## src/rtl/vga_pkg.sv

```systemverilog
// Shared constants for the VGA write arbiter: requester indices, coordinate widths, FSM states.
package vga_pkg;

   localparam int unsigned REQ_MAP    = 0;
   localparam int unsigned REQ_ANIM   = 1;
   localparam int unsigned REQ_SPRITE = 2;
   localparam int unsigned N_REQ      = 3;

   localparam int unsigned X_W = 9;
   localparam int unsigned Y_W = 8;
   localparam int unsigned C_W = 3;

   typedef enum logic [1:0] {
      IDLE = 2'd0,
      OWN  = 2'd1,
      GAP  = 2'd2
   } arb_state_t;

endpackage

```

## src/rtl/prio_pick3.sv

```systemverilog
// Combinational fixed-priority picker: lowest requester index wins among unmasked requests.
module prio_pick3
   import vga_pkg::*;
(
   input  logic [N_REQ-1:0] req,
   input  logic [N_REQ-1:0] mask,
   output logic [N_REQ-1:0] pick
);

   logic [N_REQ-1:0] eff;

   always_comb begin
      pick = '0;
      eff  = req & ~mask;
      if (eff[REQ_MAP])
         pick[REQ_MAP] = 1'b1;
      else if (eff[REQ_ANIM])
         pick[REQ_ANIM] = 1'b1;
      else if (eff[REQ_SPRITE])
         pick[REQ_SPRITE] = 1'b1;
   end

endmodule

```

## src/rtl/vga_write_arbiter.sv

```systemverilog
// Arbitrates three pixel producers onto one VGA adapter write port; whole-pass ownership.
// Optional tenure limit with preemption enabled by defining ARB_HOLD_LIMIT_EN.
module vga_write_arbiter
   import vga_pkg::*;
#(
   parameter int unsigned SCREEN_W = 320,
   parameter int unsigned SCREEN_H = 240
`ifdef ARB_HOLD_LIMIT_EN
   ,
   parameter int unsigned HOLD_LIMIT = 4096
`endif
) (
   input  logic                   clock,
   input  logic                   reset,
   input  logic [N_REQ-1:0]       req,
   input  logic [N_REQ-1:0]       valid,
   input  logic [N_REQ*X_W-1:0]   xIn,
   input  logic [N_REQ*Y_W-1:0]   yIn,
   input  logic [N_REQ*C_W-1:0]   colourIn,
   output logic [N_REQ-1:0]       grant,
   output logic                   plot,
   output logic [X_W-1:0]         x,
   output logic [Y_W-1:0]         y,
   output logic [C_W-1:0]         colour,
   output logic                   busy,
   output logic                   preempt
);

   arb_state_t       state;
   logic [N_REQ-1:0] mask;
   logic [N_REQ-1:0] pick;
   logic [X_W-1:0]   sel_x;
   logic [Y_W-1:0]   sel_y;
   logic [C_W-1:0]   sel_c;
   logic             owner_req;
   logic             owner_valid;
   logic             in_range;

`ifdef ARB_HOLD_LIMIT_EN
   localparam int unsigned TEN_W = (HOLD_LIMIT > 1) ? $clog2(HOLD_LIMIT) : 1;
   logic [TEN_W-1:0] tenure;
`else
   assign mask    = '0;
   assign preempt = 1'b0;
`endif

   prio_pick3 u_pick (
      .req  (req),
      .mask (mask),
      .pick (pick)
   );

   // grant is one-hot, so OR-ing the gated fields selects the owner's pixel
   always_comb begin
      sel_x = '0;
      sel_y = '0;
      sel_c = '0;
      for (int unsigned i = 0; i < N_REQ; i++) begin
         if (grant[i]) begin
            sel_x = sel_x | xIn[X_W*i +: X_W];
            sel_y = sel_y | yIn[Y_W*i +: Y_W];
            sel_c = sel_c | colourIn[C_W*i +: C_W];
         end
      end
      owner_req   = |(req & grant);
      owner_valid = |(valid & grant);
      in_range    = (32'(sel_x) < SCREEN_W) && (32'(sel_y) < SCREEN_H);
   end

   always_ff @(posedge clock or posedge reset) begin
      if (reset) begin
         state  <= IDLE;
         grant  <= '0;
         busy   <= 1'b0;
         plot   <= 1'b0;
         x      <= '0;
         y      <= '0;
         colour <= '0;
`ifdef ARB_HOLD_LIMIT_EN
         preempt <= 1'b0;
         mask    <= '0;
         tenure  <= '0;
`endif
      end else begin
         plot <= 1'b0;
`ifdef ARB_HOLD_LIMIT_EN
         preempt <= 1'b0;
`endif
         case (state)
            IDLE: begin
`ifdef ARB_HOLD_LIMIT_EN
               mask   <= '0;
               tenure <= '0;
`endif
               if (|pick) begin
                  grant <= pick;
                  busy  <= 1'b1;
                  state <= OWN;
               end
            end
            OWN: begin
               // the owner's last pixel is forwarded even on the cycle it releases
               if (owner_valid && in_range) begin
                  plot   <= 1'b1;
                  x      <= sel_x;
                  y      <= sel_y;
                  colour <= sel_c;
               end
               if (!owner_req) begin
                  grant <= '0;
                  busy  <= 1'b0;
                  state <= GAP;
               end
`ifdef ARB_HOLD_LIMIT_EN
               else if (tenure == TEN_W'(HOLD_LIMIT - 1)) begin
                  preempt <= 1'b1;
                  mask    <= grant;
                  grant   <= '0;
                  busy    <= 1'b0;
                  state   <= GAP;
               end else begin
                  tenure <= tenure + 1'b1;
               end
`endif
            end
            GAP: begin
               state <= IDLE;
            end
            default: begin
               grant <= '0;
               busy  <= 1'b0;
               state <= IDLE;
            end
         endcase
      end
   end

endmodule
```

## config.mk

```make
export PLATFORM = sky130hd
export DESIGN_NAME = vga_write_arbiter
export DESIGN_NICKNAME = d
export VERILOG_FILES = /design/src/rtl/vga_pkg.sv /design/src/rtl/prio_pick3.sv /design/src/rtl/vga_write_arbiter.sv
export SDC_FILE = /design/constraint.sdc
export NUM_CORES = 1
export LEC_CHECK = 0
export ABC_AREA = 1
export BUFFER_PORTS_ARGS = -buffer_cell sky130_fd_sc_hd__buf_2
export CAP_MARGIN = 5
export CORE_MARGIN = 4
export CORE_UTILIZATION = 44
export CTS_BUF_LIST = sky130_fd_sc_hd__clkbuf_8 sky130_fd_sc_hd__clkbuf_16
export DETAILED_ROUTE_END_ITERATION = 10
export PLACE_DENSITY = 0.8
export SYNTH_ARGS = -nofsm -noshare
export SYNTH_HDL_FRONTEND = slang
export SYNTH_SLANG_ARGS = --single-unit
```

## constraint.sdc

```tcl
create_clock -name clock -period 1.9 [get_ports clock]
set_clock_uncertainty 0.1 [all_clocks]
set_input_delay 0.38 -clock clock [delete_from_list [all_inputs] [get_ports clock]]
set_output_delay 0.38 -clock clock [all_outputs]
set_load 0.02 [all_outputs]
```

======== Yosys cells after proc, flatten, opt, wreduce, memory -nomap -nowiden ========
Index checks and enable logic that the tools add are counted.
cells by class
  magnitude comparators ................... 2
  equal/unequal tests ..................... 4
  mux-type cells .......................... 25
  bitwise gates (word level) .............. 9
  reduce and logical (&&, ||, !) cells .... 9
operator list
  operator            number
  $mux 9              3
  $mux 8              3
  $or 9x9->9          2
  $or 8x8->8          2
  $mux 3              5
  $lt 9x9->1 const B  1
  $pmux 3 s3          1
  $reduce_or 3->1     3
  $lt 8x8->1 const B  1
  $mux 1              8
  $and 3x3->3         2
  $mux 2              3
  $or 3x3->3          2
  $ne 2x2->1 const B  2
  $pmux 2 s2          1
  $reduce_and 2->1    2
  $pmux 1 s3          1
  $reduce_and 3->1    1
  $eq 2x1->1 const B  1
  $eq 2x2->1 const B  1
  $logic_and 1x1->1   2
  $logic_not 2->1     1
  $not 1->1           1
storage, ports and cells
  register bits ........................... 27
  input bits .............................. 68
  output and inout port bits .............. 26
  logic and storage cells ................. 56

======== Depth between registers and ports, before layout ========
  word-level depth ........................ 10
  depth in mapped cells ................... 10
  gate-level depth less buffers ........... 8

======== Modules after synthesis ========
A second synthesis with hierarchy kept.
second synthesis, totals
  cell total of the unflattened synthesis .. 241
  area total of the unflattened synthesis .. 1707.9 um^2
by module, submodules not included
  module             instances  cells an instance  area an instance (um^2)  sequential area each (um^2)
  vga_write_arbiter  1          231                1660.3                   675.6
  prio_pick3         1          10                 47.5                     0.0

======== Least setup slack after synthesis ========
No wires, ideal clock.
  kind .................................... flip-flop to flip-flop
  start point ............................. register grant[2]
  end point ............................... register x[0]
  setup time .............................. 117 ps
  arrival ................................. 1286 ps
  data required time ...................... 1683 ps
  path slack .............................. 397 ps
  stages on the path, launching flop included .. 11
  path buffers ............................ 2
  period minus slack after synthesis ...... 1503 ps
  cell sequence ........................... dfrtp_1 > buf_6 > nand2_2 > nand3_2 > nand2_1 > inv_2 > nand2_2 > nand3_4 > buf_8 > nand2_2 > nand2_1
between the ends
  longest elaborated chain between the ends .. 5
  elaborated cells on any way between the ends .. 9
  classes of those cells .................. order compare (2); mux (2); bitwise (1); reduce/logical (4)
RTL lines
  element                                          line                      RTL
  from (decl)                                      vga_write_arbiter.sv:20   output logic [N_REQ-1:0] grant,
  from (signal assigned)                           vga_write_arbiter.sv:96   grant <= pick;
  $mux 9 / $mux 8 (equally long branches)          vga_write_arbiter.sv:59   if (grant[i]) begin
  $lt 9x9->1 / $lt 8x8->1 (equally long branches)  vga_write_arbiter.sv:67   in_range = (32'(sel_x) < SCREEN_W) && (32'(sel_y) < SCREEN_H);
  $logic_and 1x1->1                                vga_write_arbiter.sv:67
  $logic_and 1x1->1                                vga_write_arbiter.sv:103  if (owner_valid && in_range) begin
  $reduce_and 2->1 (no source line)                n/a
  to (signal assigned)                             vga_write_arbiter.sv:105  x <= sel_x;
  to (decl)                                        vga_write_arbiter.sv:22   output logic [X_W-1:0] x,
Several ways; a longest one is shown, not always the timed one.
A chain may end at the register's enable or synchronous reset.

======== Worst setup path in the final report ========
  start point ............................. register grant[2]
  end point ............................... output port grant[2]
No word-level cell between the ends.

==> summary.md <==
| Metric | Value |
|---|---|
| First-pass GRT wire length | `7.92 mm` |
| Initial antenna violation count | `0` |
| Syn_area_per_cell | `a little over 7 µm²` |
| CP Cell Sequence | `buf_4 > buf_2` |
| Core region area | `3660 µm²` |
| Number of hold buffers added after cts | `0` |
| Startpoint types | `flop` |
| GP Congestion | `0.843` |
| DR pass1 iterations | `4` |
| H-Tree Depth | `1` |
| Routing usage on met1 | `0.231` |
| I/O Buffers | `a little over 90` |
| Grt met3 use | `0.0449` |
| #FFs+latches synth | `27` |
| Latest clock arrival within the worst-skew pair | `260 ps` |
| Die span in x | `between 60 and 70 µm` |
| Unrepaired setup endpoints after global routing | `false` |
| Most frequent cells in the layout | `nand2_1, buf_2, dfrtp_1, nand2_2, nand3_1` |
| Period utilization | `0.954` |
| ANT cells | `0` |
| Die height | `69.7 µm` |
| Dpl hpwl | `3.76 mm` |
| Finished Core Util | `0.606` |
| Overall routing resource usage | `0.197` |
| Final Hold Viols | `0` |
| Top cell family by delay on the critical path | `flip-flops` |
| Total Power | `approximately 3000 µW` |
| Max incr delay on CP | `610 ps` |
| Grt total ovfl | `0` |
| Synth unique cells | `18` |
| Hold Slack | `58.2 ps` |
| CTS Sinks | `27` |
| Commonest non-fill, non-tap cell in the layout | `nand2_1` |
| R2r worst-path depth | `9` |
| Routed WL | `4.76 mm` |
| DR vias/cell | `between 4 and 5` |
| Peak supply drop | `a little over 0.0006 V` |
| Final worst slack | `88.0 ps` |
| Worst-path clk slew | `90 ps` |
| Fill cells | `363` |
| Fin crit period | `between 1500 and 2000 ps` |
| Die footprint | `4860 µm²` |
| Final TNS setup | `0 ps` |
| CTS tree | `built` |
| Final Max Slew Viols | `0` |
| Layout cell share with drive strength beyond 1 | `0.418` |
| Crit path arrival time | `around 1300 ps` |
| Setup Crit Path Kind | `reg2out` |
| P&R area growth vs syn | `32.3%` |
| Bufs and invs on worst path | `2` |
| P_leak | `0.00133 µW` |
| Routed via count | `1805` |
| Synthesis Warnings | `0` |
| Post-Syn Nets | `~300` |
| Routed Antenna Nets | `0` |
| P per Cell Area | `1350 nW/µm²` |
| WL/cell | `between 10 and 15 µm` |
| CTS resizes | `0` |
| Max Buffers Root-to-Sink | `2` |
| CP max stage cell | `dfrtp_1` |
| Vias in the first global route | `1788` |
| Crit end category | `output port` |
| F_max | `roughly 550 MHz` |
| Syn Inst Count | `233` |
| Worst EP required | `1420 ps` |
| Drt drc | `0` |
| Top-level I/O count | `94` |
| CTS buffer count | `3` |
| Dpl ws | `69.4 ps` |
| Detailed Route Iter0 Violations | `88` |
| Busiest grt layer | `met2` |
| Rows | `22` |
| Met2 usage | `0.365` |
| CP max FO | `13` |
| Setup-failing EPs final | `0` |
| Postcts setup bufs | `0` |
| Status | `finished, final reports clean` |
| Register area share after synthesis | `0.403` |
| Largest net degree at the start of global routing | `28` |
| Levels on crit path | `2` |
| Post-Syn Area | `1680 µm²` |
| Max-cap viol count | `0` |
| Nets@finish | `between 300 and 400` |
| Clock root buffer | `clkbuf_8` |
| Initial core utilization | `0.458` |
| Worst hold path type | `in2async` |
## synthesized netlist by cell type, drive strengths merged
master / number / area share
buf: 15 / 0.069
inv: 10 / 0.022
clkinv: 1 / 0.0030
nand4: 20 / 0.075
o21ai: 1 / 0.0030
nand3: 24 / 0.085
nand2: 128 / 0.32
nor3: 1 / 0.0030
dfrtp: 27 / 0.40
nor2: 5 / 0.011
conb: 1 / 0.0022
## worst min-delay path: stages
cell	delay, ps
buf_2	90
inv_1	40
buf_4	320
## flip-flops by register name (all words and copies together) (netlist names)
register and flops:
grant 3, plot 1, colour 3, y 8
busy 1, x 9, state 2
## layer usage
layer | part of all wire | routed length [µm]
met1 | 0.41 | 1930
met3 | 0.084 | 402
met5 | 0 | 0
met2 | 0.51 | 2410
met4 | 0.0040 | 19
## through the flow
stage	std cells	area, µm²
6_report	373	2220
3_3_place_gp	368	2150
2_1_floorplan	233	1680
5_1_grt	373	2220
4_1_cts	372	2200
3_5_place_dp	368	2150
## where the power goes
part,leakage (µW),switching (µW),internal (µW)
clock network,0.0000269,169,145
registers,0.000355,208,837
logic,0.000951,1050,586
total,0.00133,1430,1570
## area by class of cell
cell class	count	area (µm²)	area share
timing repair buffer	102	536	0.242
clock buffer	3	41.3	0.0186
multi-input combinational	181	858	0.387
sequential	27	676	0.305
tap	48	60.1	0.0271
inverter	11	42.5	0.0192
clock inverter	1	3.75	0.00169
## cells by family (layout without fill, tap and decap cells)
group,Yosys count,in the layout,synth area share
buffers and inverters,26,117,0.0948
AOI/OAI and AO/OA,1,1,0.00298
DFF,27,27,0.403
other,1,1,0.00224
and+or+nand+nor,178,179,0.497
## worst paths after layout
kind / from / endpoint / slack, ps
setup / recovery: grant[2] / grant[2] / 90
hold / removal: reset / plot / 60
setup reg to reg: grant[1] / x[8] / 160
hold reg to reg: x[1] / x[1] / 380
max in group asynchronous: reset / x[3] / 1380
min in group clock: req[0] / grant[1] / 240
Power figures use the tool's default switching activity.
